--- src/rtl/mips_pkg.sv ---
// Shared encodings for the MIPS pipeline: ALU op classes, funct codes,
// the internal ALU function enum and the multiplier FSM state enum.
package mips_pkg;

    localparam logic [1:0] ALUOP_ADD   = 2'b00;
    localparam logic [1:0] ALUOP_SUB   = 2'b01;
    localparam logic [1:0] ALUOP_RTYPE = 2'b10;
    localparam logic [1:0] ALUOP_SLT   = 2'b11;

    localparam logic [5:0] FUNCT_ADD  = 6'h20;
    localparam logic [5:0] FUNCT_SUB  = 6'h22;
    localparam logic [5:0] FUNCT_AND  = 6'h24;
    localparam logic [5:0] FUNCT_OR   = 6'h25;
    localparam logic [5:0] FUNCT_NOR  = 6'h27;
    localparam logic [5:0] FUNCT_SLT  = 6'h2A;
    localparam logic [5:0] FUNCT_MFHI = 6'h10;
    localparam logic [5:0] FUNCT_MFLO = 6'h12;
    localparam logic [5:0] FUNCT_MULT = 6'h18;

    typedef enum logic [3:0] {
        FN_NONE,
        FN_ADD,
        FN_SUB,
        FN_AND,
        FN_OR,
        FN_NOR,
        FN_SLT,
        FN_MFHI,
        FN_MFLO,
        FN_MULT
    } alu_fn_e;

    typedef enum logic [1:0] {
        ST_IDLE = 2'b00,
        ST_BUSY = 2'b01,
        ST_DONE = 2'b10
    } mult_state_e;

endpackage

--- src/rtl/execute_stage_if.sv ---
// ID/EX -> EX -> EX/MEM signal bundle. The upstream pipeline is the master;
// execute_stage is the slave that consumes operands and drives the EX/MEM side.
interface execute_stage_if #(parameter int W = 32);
    import mips_pkg::*;

    logic [W-1:0] a;
    logic [W-1:0] b;
    logic [W-1:0] pc_plus4;
    logic [W-1:0] imm;
    logic [4:0]   rt;
    logic [4:0]   rd;
    logic         reg_dst;
    logic         branch;
    logic         mem_read;
    logic         mem_to_reg;
    logic         mem_write;
    logic         alu_src;
    logic         reg_write;
    logic [1:0]   alu_op;
    logic         flush;

    logic         stall;
    logic [W-1:0] m_branch_target;
    logic         m_zero;
    logic [W-1:0] m_alu_result;
    logic [W-1:0] m_store_data;
    logic [4:0]   m_dest;
    logic         m_branch;
    logic         m_mem_read;
    logic         m_mem_to_reg;
    logic         m_mem_write;
    logic         m_reg_write;
    logic [W-1:0] hi;
    logic [W-1:0] lo;
    mult_state_e  mult_state;

    modport master (
        output a, b, pc_plus4, imm, rt, rd, reg_dst, branch, mem_read,
               mem_to_reg, mem_write, alu_src, reg_write, alu_op, flush,
        input  stall, m_branch_target, m_zero, m_alu_result, m_store_data,
               m_dest, m_branch, m_mem_read, m_mem_to_reg, m_mem_write,
               m_reg_write, hi, lo, mult_state
    );

    modport slave (
        input  a, b, pc_plus4, imm, rt, rd, reg_dst, branch, mem_read,
               mem_to_reg, mem_write, alu_src, reg_write, alu_op, flush,
        output stall, m_branch_target, m_zero, m_alu_result, m_store_data,
               m_dest, m_branch, m_mem_read, m_mem_to_reg, m_mem_write,
               m_reg_write, hi, lo, mult_state
    );

endinterface

--- src/rtl/mult_seq.sv ---
// Signed sequential shift-add multiplier with HI/LO. start is a level request honoured only
// in IDLE and only when abort is low; abort drops BUSY back to IDLE; done is a one-cycle pulse
// whose closing edge writes {hi,lo}. busy is high for exactly MULT_CYCLES cycles per multiply.
module mult_seq
    import mips_pkg::*;
#(
    parameter int W           = 32,
    parameter int MULT_CYCLES = 32   // must equal W
) (
    input  logic        clk,
    input  logic        rst_n,
    input  logic        start,
    input  logic        abort,
    input  logic [W-1:0] a,
    input  logic [W-1:0] b,
    output logic        busy,
    output logic        done,
    output mult_state_e state,
    output logic [W-1:0] hi,
    output logic [W-1:0] lo
);
    localparam int CW = (MULT_CYCLES > 1) ? $clog2(MULT_CYCLES) : 1;
    localparam logic [CW-1:0] LAST = CW'(MULT_CYCLES - 1);

    mult_state_e     state_q, state_d;
    logic [CW-1:0]   cnt;
    logic [2*W-1:0]  acc;
    logic [2*W-1:0]  mcand;
    logic [W-1:0]    mplier;
    logic            neg;
    logic            accept;

    function automatic logic [W-1:0] mag(input logic [W-1:0] v);
        return v[W-1] ? -v : v;
    endfunction

    assign accept = (state_q == ST_IDLE) && start && !abort;
    assign state  = state_q;

    always_ff @(posedge clk) begin
        if (!rst_n) state_q <= ST_IDLE;
        else        state_q <= state_d;
    end

    always_comb begin
        state_d = state_q;
        case (state_q)
            ST_IDLE: if (accept) state_d = ST_BUSY;
            ST_BUSY: begin
                if (abort)            state_d = ST_IDLE;
                else if (cnt == LAST) state_d = ST_DONE;
            end
            ST_DONE: state_d = ST_IDLE;
            default: state_d = ST_IDLE;
        endcase
    end

    always_comb begin
        busy = 1'b0;
        done = 1'b0;
        case (state_q)
            ST_BUSY: busy = 1'b1;
            ST_DONE: done = 1'b1;
            default: ;
        endcase
    end

    // Magnitudes are multiplied unsigned; the sign is reapplied once at the DONE edge.
    always_ff @(posedge clk) begin
        if (!rst_n) begin
            cnt    <= '0;
            acc    <= '0;
            mcand  <= '0;
            mplier <= '0;
            neg    <= 1'b0;
            hi     <= '0;
            lo     <= '0;
        end else begin
            case (state_q)
                ST_IDLE: begin
                    if (accept) begin
                        mcand  <= {{W{1'b0}}, mag(a)};
                        mplier <= mag(b);
                        neg    <= a[W-1] ^ b[W-1];
                        acc    <= '0;
                        cnt    <= '0;
                    end
                end
                ST_BUSY: begin
                    if (mplier[0]) acc <= acc + mcand;
                    mcand  <= mcand << 1;
                    mplier <= mplier >> 1;
                    cnt    <= cnt + CW'(1);
                end
                ST_DONE: {hi, lo} <= neg ? -acc : acc;
                default: ;
            endcase
        end
    end

endmodule

--- src/rtl/execute_stage.sv ---
// EX stage: ALU-control decode, ALU, branch-target adder, the sequential multiplier
// and the EX/MEM register. stall freezes IF/ID/ID-EX while a MULT is in flight.
module execute_stage
    import mips_pkg::*;
#(
    parameter int W           = 32,
    parameter int MULT_CYCLES = 32
) (
    input  logic clk,
    input  logic rst_n,
    execute_stage_if.slave ex
);
    logic [W-1:0] opb;
    logic [W-1:0] alu_result;
    logic [W-1:0] hi_w, lo_w;
    logic [5:0]   funct;
    alu_fn_e      fn;
    logic         is_mult;
    logic         stall_w;
    logic         mult_busy, mult_done;
    mult_state_e  mstate;

    assign funct   = ex.imm[5:0];
    assign opb     = ex.alu_src ? ex.imm : ex.b;
    assign is_mult = (fn == FN_MULT);

    always_comb begin
        fn = FN_NONE;
        case (ex.alu_op)
            ALUOP_ADD: fn = FN_ADD;
            ALUOP_SUB: fn = FN_SUB;
            ALUOP_SLT: fn = FN_SLT;
            ALUOP_RTYPE: begin
                case (funct)
                    FUNCT_ADD:  fn = FN_ADD;
                    FUNCT_SUB:  fn = FN_SUB;
                    FUNCT_AND:  fn = FN_AND;
                    FUNCT_OR:   fn = FN_OR;
                    FUNCT_NOR:  fn = FN_NOR;
                    FUNCT_SLT:  fn = FN_SLT;
                    FUNCT_MFHI: fn = FN_MFHI;
                    FUNCT_MFLO: fn = FN_MFLO;
                    FUNCT_MULT: fn = FN_MULT;
                    default:    fn = FN_NONE;
                endcase
            end
            default: fn = FN_NONE;
        endcase
    end

    always_comb begin
        alu_result = '0;
        case (fn)
            FN_ADD:  alu_result = ex.a + opb;
            FN_SUB:  alu_result = ex.a - opb;
            FN_AND:  alu_result = ex.a & opb;
            FN_OR:   alu_result = ex.a | opb;
            FN_NOR:  alu_result = ~(ex.a | opb);
            FN_SLT:  alu_result = {{(W-1){1'b0}}, ($signed(ex.a) < $signed(opb))};
            FN_MFHI: alu_result = hi_w;
            FN_MFLO: alu_result = lo_w;
            default: alu_result = '0;
        endcase
    end

    mult_seq #(.W(W), .MULT_CYCLES(MULT_CYCLES)) u_mult (
        .clk   (clk),
        .rst_n (rst_n),
        .start (is_mult),
        .abort (ex.flush),
        .a     (ex.a),
        .b     (ex.b),
        .busy  (mult_busy),
        .done  (mult_done),
        .state (mstate),
        .hi    (hi_w),
        .lo    (lo_w)
    );

    // The detect cycle stalls combinationally so the MULT stays parked in ID/EX.
    assign stall_w = mult_busy | (is_mult & ~ex.flush & (mstate == ST_IDLE));

    assign ex.stall      = stall_w;
    assign ex.hi         = hi_w;
    assign ex.lo         = lo_w;
    assign ex.mult_state = mstate;

    always_ff @(posedge clk) begin
        if (!rst_n || ex.flush || stall_w) begin
            ex.m_branch_target <= '0;
            ex.m_zero          <= 1'b0;
            ex.m_alu_result    <= '0;
            ex.m_store_data    <= '0;
            ex.m_dest          <= '0;
            ex.m_branch        <= 1'b0;
            ex.m_mem_read      <= 1'b0;
            ex.m_mem_to_reg    <= 1'b0;
            ex.m_mem_write     <= 1'b0;
            ex.m_reg_write     <= 1'b0;
        end else begin
            ex.m_branch_target <= ex.pc_plus4 + (ex.imm << 2);
            ex.m_zero          <= (alu_result == '0);
            ex.m_alu_result    <= alu_result;
            ex.m_store_data    <= ex.b;
            ex.m_dest          <= ex.reg_dst ? ex.rd : ex.rt;
            ex.m_branch        <= ex.branch;
            ex.m_mem_read      <= ex.mem_read;
            ex.m_mem_to_reg    <= ex.mem_to_reg;
            ex.m_mem_write     <= ex.mem_write;
            ex.m_reg_write     <= ex.reg_write & ~is_mult & ~mult_done;
        end
    end

endmodule

--- src/flat_wrapper.sv ---
// flat-port wrapper written by rule: the top's interface ports become plain ports
module execute_stage_flat import mips_pkg::*;
#(
    parameter int W           = 32,
    parameter int MULT_CYCLES = 32
)
  (clk, rst_n, ex_a, ex_b, ex_pc_plus4, ex_imm, ex_rt, ex_rd, ex_reg_dst, ex_branch, ex_mem_read, ex_mem_to_reg, ex_mem_write, ex_alu_src, ex_reg_write, ex_alu_op, ex_flush, ex_stall, ex_m_branch_target, ex_m_zero, ex_m_alu_result, ex_m_store_data, ex_m_dest, ex_m_branch, ex_m_mem_read, ex_m_mem_to_reg, ex_m_mem_write, ex_m_reg_write, ex_hi, ex_lo, ex_mult_state);
  execute_stage_if #(.W(W)) ex_i ();
  input  logic clk;
  input  logic rst_n;
  input wire logic [$bits(ex_i.a)-1:0] ex_a;
  input wire logic [$bits(ex_i.b)-1:0] ex_b;
  input wire logic [$bits(ex_i.pc_plus4)-1:0] ex_pc_plus4;
  input wire logic [$bits(ex_i.imm)-1:0] ex_imm;
  input wire logic [$bits(ex_i.rt)-1:0] ex_rt;
  input wire logic [$bits(ex_i.rd)-1:0] ex_rd;
  input wire logic [$bits(ex_i.reg_dst)-1:0] ex_reg_dst;
  input wire logic [$bits(ex_i.branch)-1:0] ex_branch;
  input wire logic [$bits(ex_i.mem_read)-1:0] ex_mem_read;
  input wire logic [$bits(ex_i.mem_to_reg)-1:0] ex_mem_to_reg;
  input wire logic [$bits(ex_i.mem_write)-1:0] ex_mem_write;
  input wire logic [$bits(ex_i.alu_src)-1:0] ex_alu_src;
  input wire logic [$bits(ex_i.reg_write)-1:0] ex_reg_write;
  input wire logic [$bits(ex_i.alu_op)-1:0] ex_alu_op;
  input wire logic [$bits(ex_i.flush)-1:0] ex_flush;
  output wire logic [$bits(ex_i.stall)-1:0] ex_stall;
  output wire logic [$bits(ex_i.m_branch_target)-1:0] ex_m_branch_target;
  output wire logic [$bits(ex_i.m_zero)-1:0] ex_m_zero;
  output wire logic [$bits(ex_i.m_alu_result)-1:0] ex_m_alu_result;
  output wire logic [$bits(ex_i.m_store_data)-1:0] ex_m_store_data;
  output wire logic [$bits(ex_i.m_dest)-1:0] ex_m_dest;
  output wire logic [$bits(ex_i.m_branch)-1:0] ex_m_branch;
  output wire logic [$bits(ex_i.m_mem_read)-1:0] ex_m_mem_read;
  output wire logic [$bits(ex_i.m_mem_to_reg)-1:0] ex_m_mem_to_reg;
  output wire logic [$bits(ex_i.m_mem_write)-1:0] ex_m_mem_write;
  output wire logic [$bits(ex_i.m_reg_write)-1:0] ex_m_reg_write;
  output wire logic [$bits(ex_i.hi)-1:0] ex_hi;
  output wire logic [$bits(ex_i.lo)-1:0] ex_lo;
  output wire logic [$bits(ex_i.mult_state)-1:0] ex_mult_state;
  assign ex_i.a = ex_a;
  assign ex_i.b = ex_b;
  assign ex_i.pc_plus4 = ex_pc_plus4;
  assign ex_i.imm = ex_imm;
  assign ex_i.rt = ex_rt;
  assign ex_i.rd = ex_rd;
  assign ex_i.reg_dst = ex_reg_dst;
  assign ex_i.branch = ex_branch;
  assign ex_i.mem_read = ex_mem_read;
  assign ex_i.mem_to_reg = ex_mem_to_reg;
  assign ex_i.mem_write = ex_mem_write;
  assign ex_i.alu_src = ex_alu_src;
  assign ex_i.reg_write = ex_reg_write;
  assign ex_i.alu_op = ex_alu_op;
  assign ex_i.flush = ex_flush;
  assign ex_stall = ex_i.stall;
  assign ex_m_branch_target = ex_i.m_branch_target;
  assign ex_m_zero = ex_i.m_zero;
  assign ex_m_alu_result = ex_i.m_alu_result;
  assign ex_m_store_data = ex_i.m_store_data;
  assign ex_m_dest = ex_i.m_dest;
  assign ex_m_branch = ex_i.m_branch;
  assign ex_m_mem_read = ex_i.m_mem_read;
  assign ex_m_mem_to_reg = ex_i.m_mem_to_reg;
  assign ex_m_mem_write = ex_i.m_mem_write;
  assign ex_m_reg_write = ex_i.m_reg_write;
  assign ex_hi = ex_i.hi;
  assign ex_lo = ex_i.lo;
  assign ex_mult_state = ex_i.mult_state;
  execute_stage #(.W(W), .MULT_CYCLES(MULT_CYCLES)) u_core (.clk(clk), .rst_n(rst_n), .ex(ex_i));
endmodule
--- config.mk ---
export PLATFORM = sky130hd
export DESIGN_NAME = execute_stage_flat
export DESIGN_NICKNAME = d
export VERILOG_FILES = /design/src/rtl/mips_pkg.sv /design/src/rtl/execute_stage_if.sv /design/src/rtl/mult_seq.sv /design/src/rtl/execute_stage.sv /design/src/flat_wrapper.sv
export SDC_FILE = /design/constraint.sdc
export NUM_CORES = 1
export LEC_CHECK = 0
export CORE_UTILIZATION = 35
export DETAILED_ROUTE_END_ITERATION = 10
export GPL_TIMING_DRIVEN = 0
export PLACE_DENSITY_LB_ADDON = 0.3
export SLEW_MARGIN = 20
export SYNTH_ARGS = -nofsm -noshare
export SYNTH_HDL_FRONTEND = slang
export SYNTH_SLANG_ARGS = --single-unit
export TNS_END_PERCENT = 30
--- constraint.sdc ---
create_clock -name clk -period 4.88 [get_ports clk]
set_clock_uncertainty 0.05 [all_clocks]
set_input_delay 0.976 -clock clk [delete_from_list [all_inputs] [get_ports clk]]
set_output_delay 0.976 -clock clk [all_outputs]
set_load 0.01 [all_outputs]
==> impl_metrics.json <==
{
  "p_leak_nw": 13.1,
  "reg_top3": "u_core.u_mult.acc: 64 flops, u_core.u_mult.mcand: 64 flops",
  "relSlewSlack_pct": 29.6,
  "fmax_mhz": 206,
  "vias": 26009,
  "path_clk_slew_ns": 0.06,
  "netlist_area_mm2": 0.0249,
  "peakVddDrop_uv": 227,
  "comb_power_share_pct": 22.4,
  "path_max_fanout": 10,
  "worst_pin_slew_ns": 1.06,
  "min_path_type": "register to register",
  "antenna_left": 0,
  "clock-sinks": 339,
  "io_pins": 324,
  "grt_pass1_wl_um": 156000,
  "multi_input_area_mm2": 0.0175,
  "rsz0062_at_grt": "yes",
  "startpoint_type": "input port",
  "stdcell_area_mm2": 0.0316,
  "ys_seq_area_share_pct": 27.3,
  "area_growth_pct": 27.1,
  "r2r-start": "u_core.u_mult.acc[0]$_SDFFE_PN0P_",
  "insertion_delay_ns": 0.59,
  "cts_buffer_depth": 3,
  "synth-seq-cells": 339,
  "synth_cell_types": 83,
  "antenna_found_initial": 8,
  "period_minus_slack_ns": 4.86,
  "gp_congestion": 1.04,
  "grt_max_degree": 13,
  "coreArea_mm2": 0.0701,
  "dr.first_iter.drc_count": 2832,
  "hold_path_end": "u_core.u_mult.cnt[3]$_SDFFE_PN0P_",
  "wirelength_um": 109000,
  "drt-pass1-iter-count": 6,
  "period_share_pct": 99.5,
  "max-cap-violations": 0,
  "die_x_um": 269,
  "async_flop_share_pct": 0,
  "path_class": "input port to register",
  "port-buffer-count": 319,
  "dp_hpwl_um": 87600,
  "fp.dieH_um": 269,
  "reg2reg_depth": 14,
  "rrSetupSlack_ns": 0.27,
  "drive_gt1_share_pct": 7.08,
  "regArea_mm2": 0.00679,
  "globalRouteTotalUtil_pct": 29.1,
  "cts_made_buffers": 43,
  "syn_avg_cell_area_um2": 8.07,
  "fin_nets": 3837,
  "drt-wirelength-per-cell_um": 24.6,
  "tns_ns": 0,
  "synth_nets": 3451,
  "root_buffer": "clkbuf_16",
  "die_area_mm2": 0.0722,
  "cts_hold_buffers": 0,
  "crit_path_end_kind": "register",
  "power_w": 0.00781,
  "synth_edf_count": 0,
  "hold_ws_ns": 0.418,
  "crit_required_ns": 5.32,
  "seqPwrFrac_pct": 36.3,
  "setup_viol": 0,
  "status": "finished, final reports clean",
  "hold_depth": 1,
  "grt_pass1_vias": 23575,
  "via_per_inst": 5.85,
  "drc": 0,
  "cp.arrival_ns": 5.29,
  "num_rows": 97,
  "ys_warn_count": 0,
  "r2r_end": "u_core.u_mult.acc[56]$_SDFFE_PN0P_",
  "n_fill_cell": 7150,
  "fin_util_pct": 45.1,
  "maxSlewViolCount": 0,
  "worstHoldStart": "u_core.u_mult.cnt[3]$_SDFFE_PN0P_",
  "final_cell_mix": "dfxtp_1, clkdlybuf4s50_1, nand2_1",
  "finalHoldViolations": 0,
  "start_util_pct": 35.5,
  "grt_overflow": 0,
  "placed_area_mm2": 0.0293,
  "cts_tree": "built",
  "ctsHtreeMaxLevel": 2,
  "ys.flop_type": "dfxtp_1",
  "power.switching_w": 0.00237,
  "power_switching_share_pct": 30.3,
  "power_density_mw_per_mm2": 247,
  "internal_power_w": 0.00544,
  "clock_power_share_pct": 41.3,
  "synthCells": 3083,
  "final_common_cell": "dfxtp_1"
}
[Yosys cell counts (7+ instances only)]
cell,instances,area (um2)
inv_1,129,484
o41ai_1,26,228
or4_1,21,158
o21ai_0,168,841
o211a_1,50,500
a22oi_1,69,518
o221ai_1,12,105
xor2_1,118,1030
nor4_1,21,131
nand2_1,259,972
and3_1,19,119
a221o_1,18,180
o21bai_1,16,120
a2111oi_0,14,123
nand4_1,23,144
a221oi_1,31,272
or3_1,29,181
clkbuf_1,159,597
nand3_1,65,325
o31ai_1,46,345
a222oi_1,10,100
and2_1,81,507
a211o_1,12,105
nor2_1,218,818
nor3b_1,7,52.6
or2_2,9,56.3
a21o_1,58,435
a31oi_1,24,150
a21oi_1,183,916
nor3_1,62,310
buf_1,18,67.6
mux2i_1,43,430
o21a_1,20,150
dfxtp_1,339,6790
a22o_1,41,359
o211ai_1,38,285
a211oi_1,26,195
ha_1,214,2680
xnor2_1,116,1020
nor2b_1,98,613
a21boi_0,26,195
nand2b_1,34,213
[routing by layer]
layer	routed length (um)	part of all wire (%)	up-vias	GRT usage, %
li1	-	-	12022	-
met5	81	0.074	-	0
met1	46600	43	12490	39.4
met2	47100	43	1291	44.8
met4	4760	4.3	14	11.6
met3	10800	9.9	192	5.99
[how the worst max path moves through the flow]
| stage | start | to | slack, ns |
|---|---|---|---|
| after global routing | ex_imm[3] | u_core.ex.m_zero$_SDFF_PP0_ | -0.02 |
| after CTS | ex_b[4] | u_core.ex.m_zero$_SDFF_PP0_ | -0.1 |
| after detailed placement | ex_alu_src | u_core.ex.m_zero$_SDFF_PP0_ | -2.37 |
| after floorplan | ex_alu_src | u_core.ex.m_zero$_SDFF_PP0_ | 0.006 |
| final | ex_alu_op[1] | u_core.ex.m_zero$_SDFF_PP0_ | 0.02 |
| after global placement | ex_alu_src | u_core.ex.m_zero$_SDFF_PP0_ | -2.47 |
[cell families (layout without fill, tap and decap cells)]
| group | count (synthesis) | in the layout | synth area share, % |
|---|---|---|---|
| flip-flops | 339 | 339 | 27.3 |
| XOR/XNOR | 234 | 234 | 8.23 |
| adder cells (fa/ha/maj) | 218 | 218 | 11.1 |
| buffers and inverters | 308 | 726 | 4.66 |
| other | 0 | 2 | 0 |
| AO/OA/AOI/OAI | 959 | 959 | 27.2 |
| multiplexers | 45 | 45 | 1.82 |
| AND/OR/NAND/NOR | 980 | 980 | 19.7 |
[power groups by stage]
stage	registers (W)	clock network [W]	logic [W]
6_report	0.00283	0.00323	0.00175
5_1_grt	0.00284	0.00339	0.00186
4_1_cts	0.00283	0.00328	0.00164
3_5_place_dp	0.00290	0	0.00156
3_3_place_gp	0.00289	0	0.00158
2_1_floorplan	0.00292	0	0.000885
[worst max-delay path, stage by stage]
cell and delay [ns]:
clkdlybuf4s50_1 0.55, nor2b_1 0.69, a31o_2 0.33, clkbuf_1 0.54, clkbuf_1 0.65, clkbuf_1 0.57, a21oi_1 0.16, o211ai_1 0.19
nor2_1 0.07, a32oi_1 0.24, a41oi_2 0.12, nand4_1 0.15, nor2_1 0.05
[final cells by class]
| type | count | share of cell area (%) |
|---|---|---|
| diodes | 2 | 0.0158 |
| plain buffers | 167 | 2.38 |
| clock buffers | 63 | 4.12 |
| clock inverters | 14 | 0.364 |
| inverters | 130 | 1.54 |
| multi-input cells | 2436 | 55.4 |
| flip-flops and latches | 339 | 21.4 |
| well taps | 940 | 3.72 |
| repair buffers | 352 | 11.0 |
[per-stage QoR]
step                      setup slack, ns  std cells
final                              0.0234       4443
after global routing              -0.0206       4441
after CTS                         -0.0974       4427
after detailed placement            -2.37       4343
after global placement              -2.47       4342
after floorplan                   0.00554       3083
[what timing repair did]
action | 4_1_cts | 5_1_grt
cloned | 0 | 0
resized for setup | 101 | 82
pin swaps | 12 | 11
setup endpoints to repair | 87 | 12
buffers inserted | 11 | 21
No activity file was read; power rests on OpenSTA's default activity.
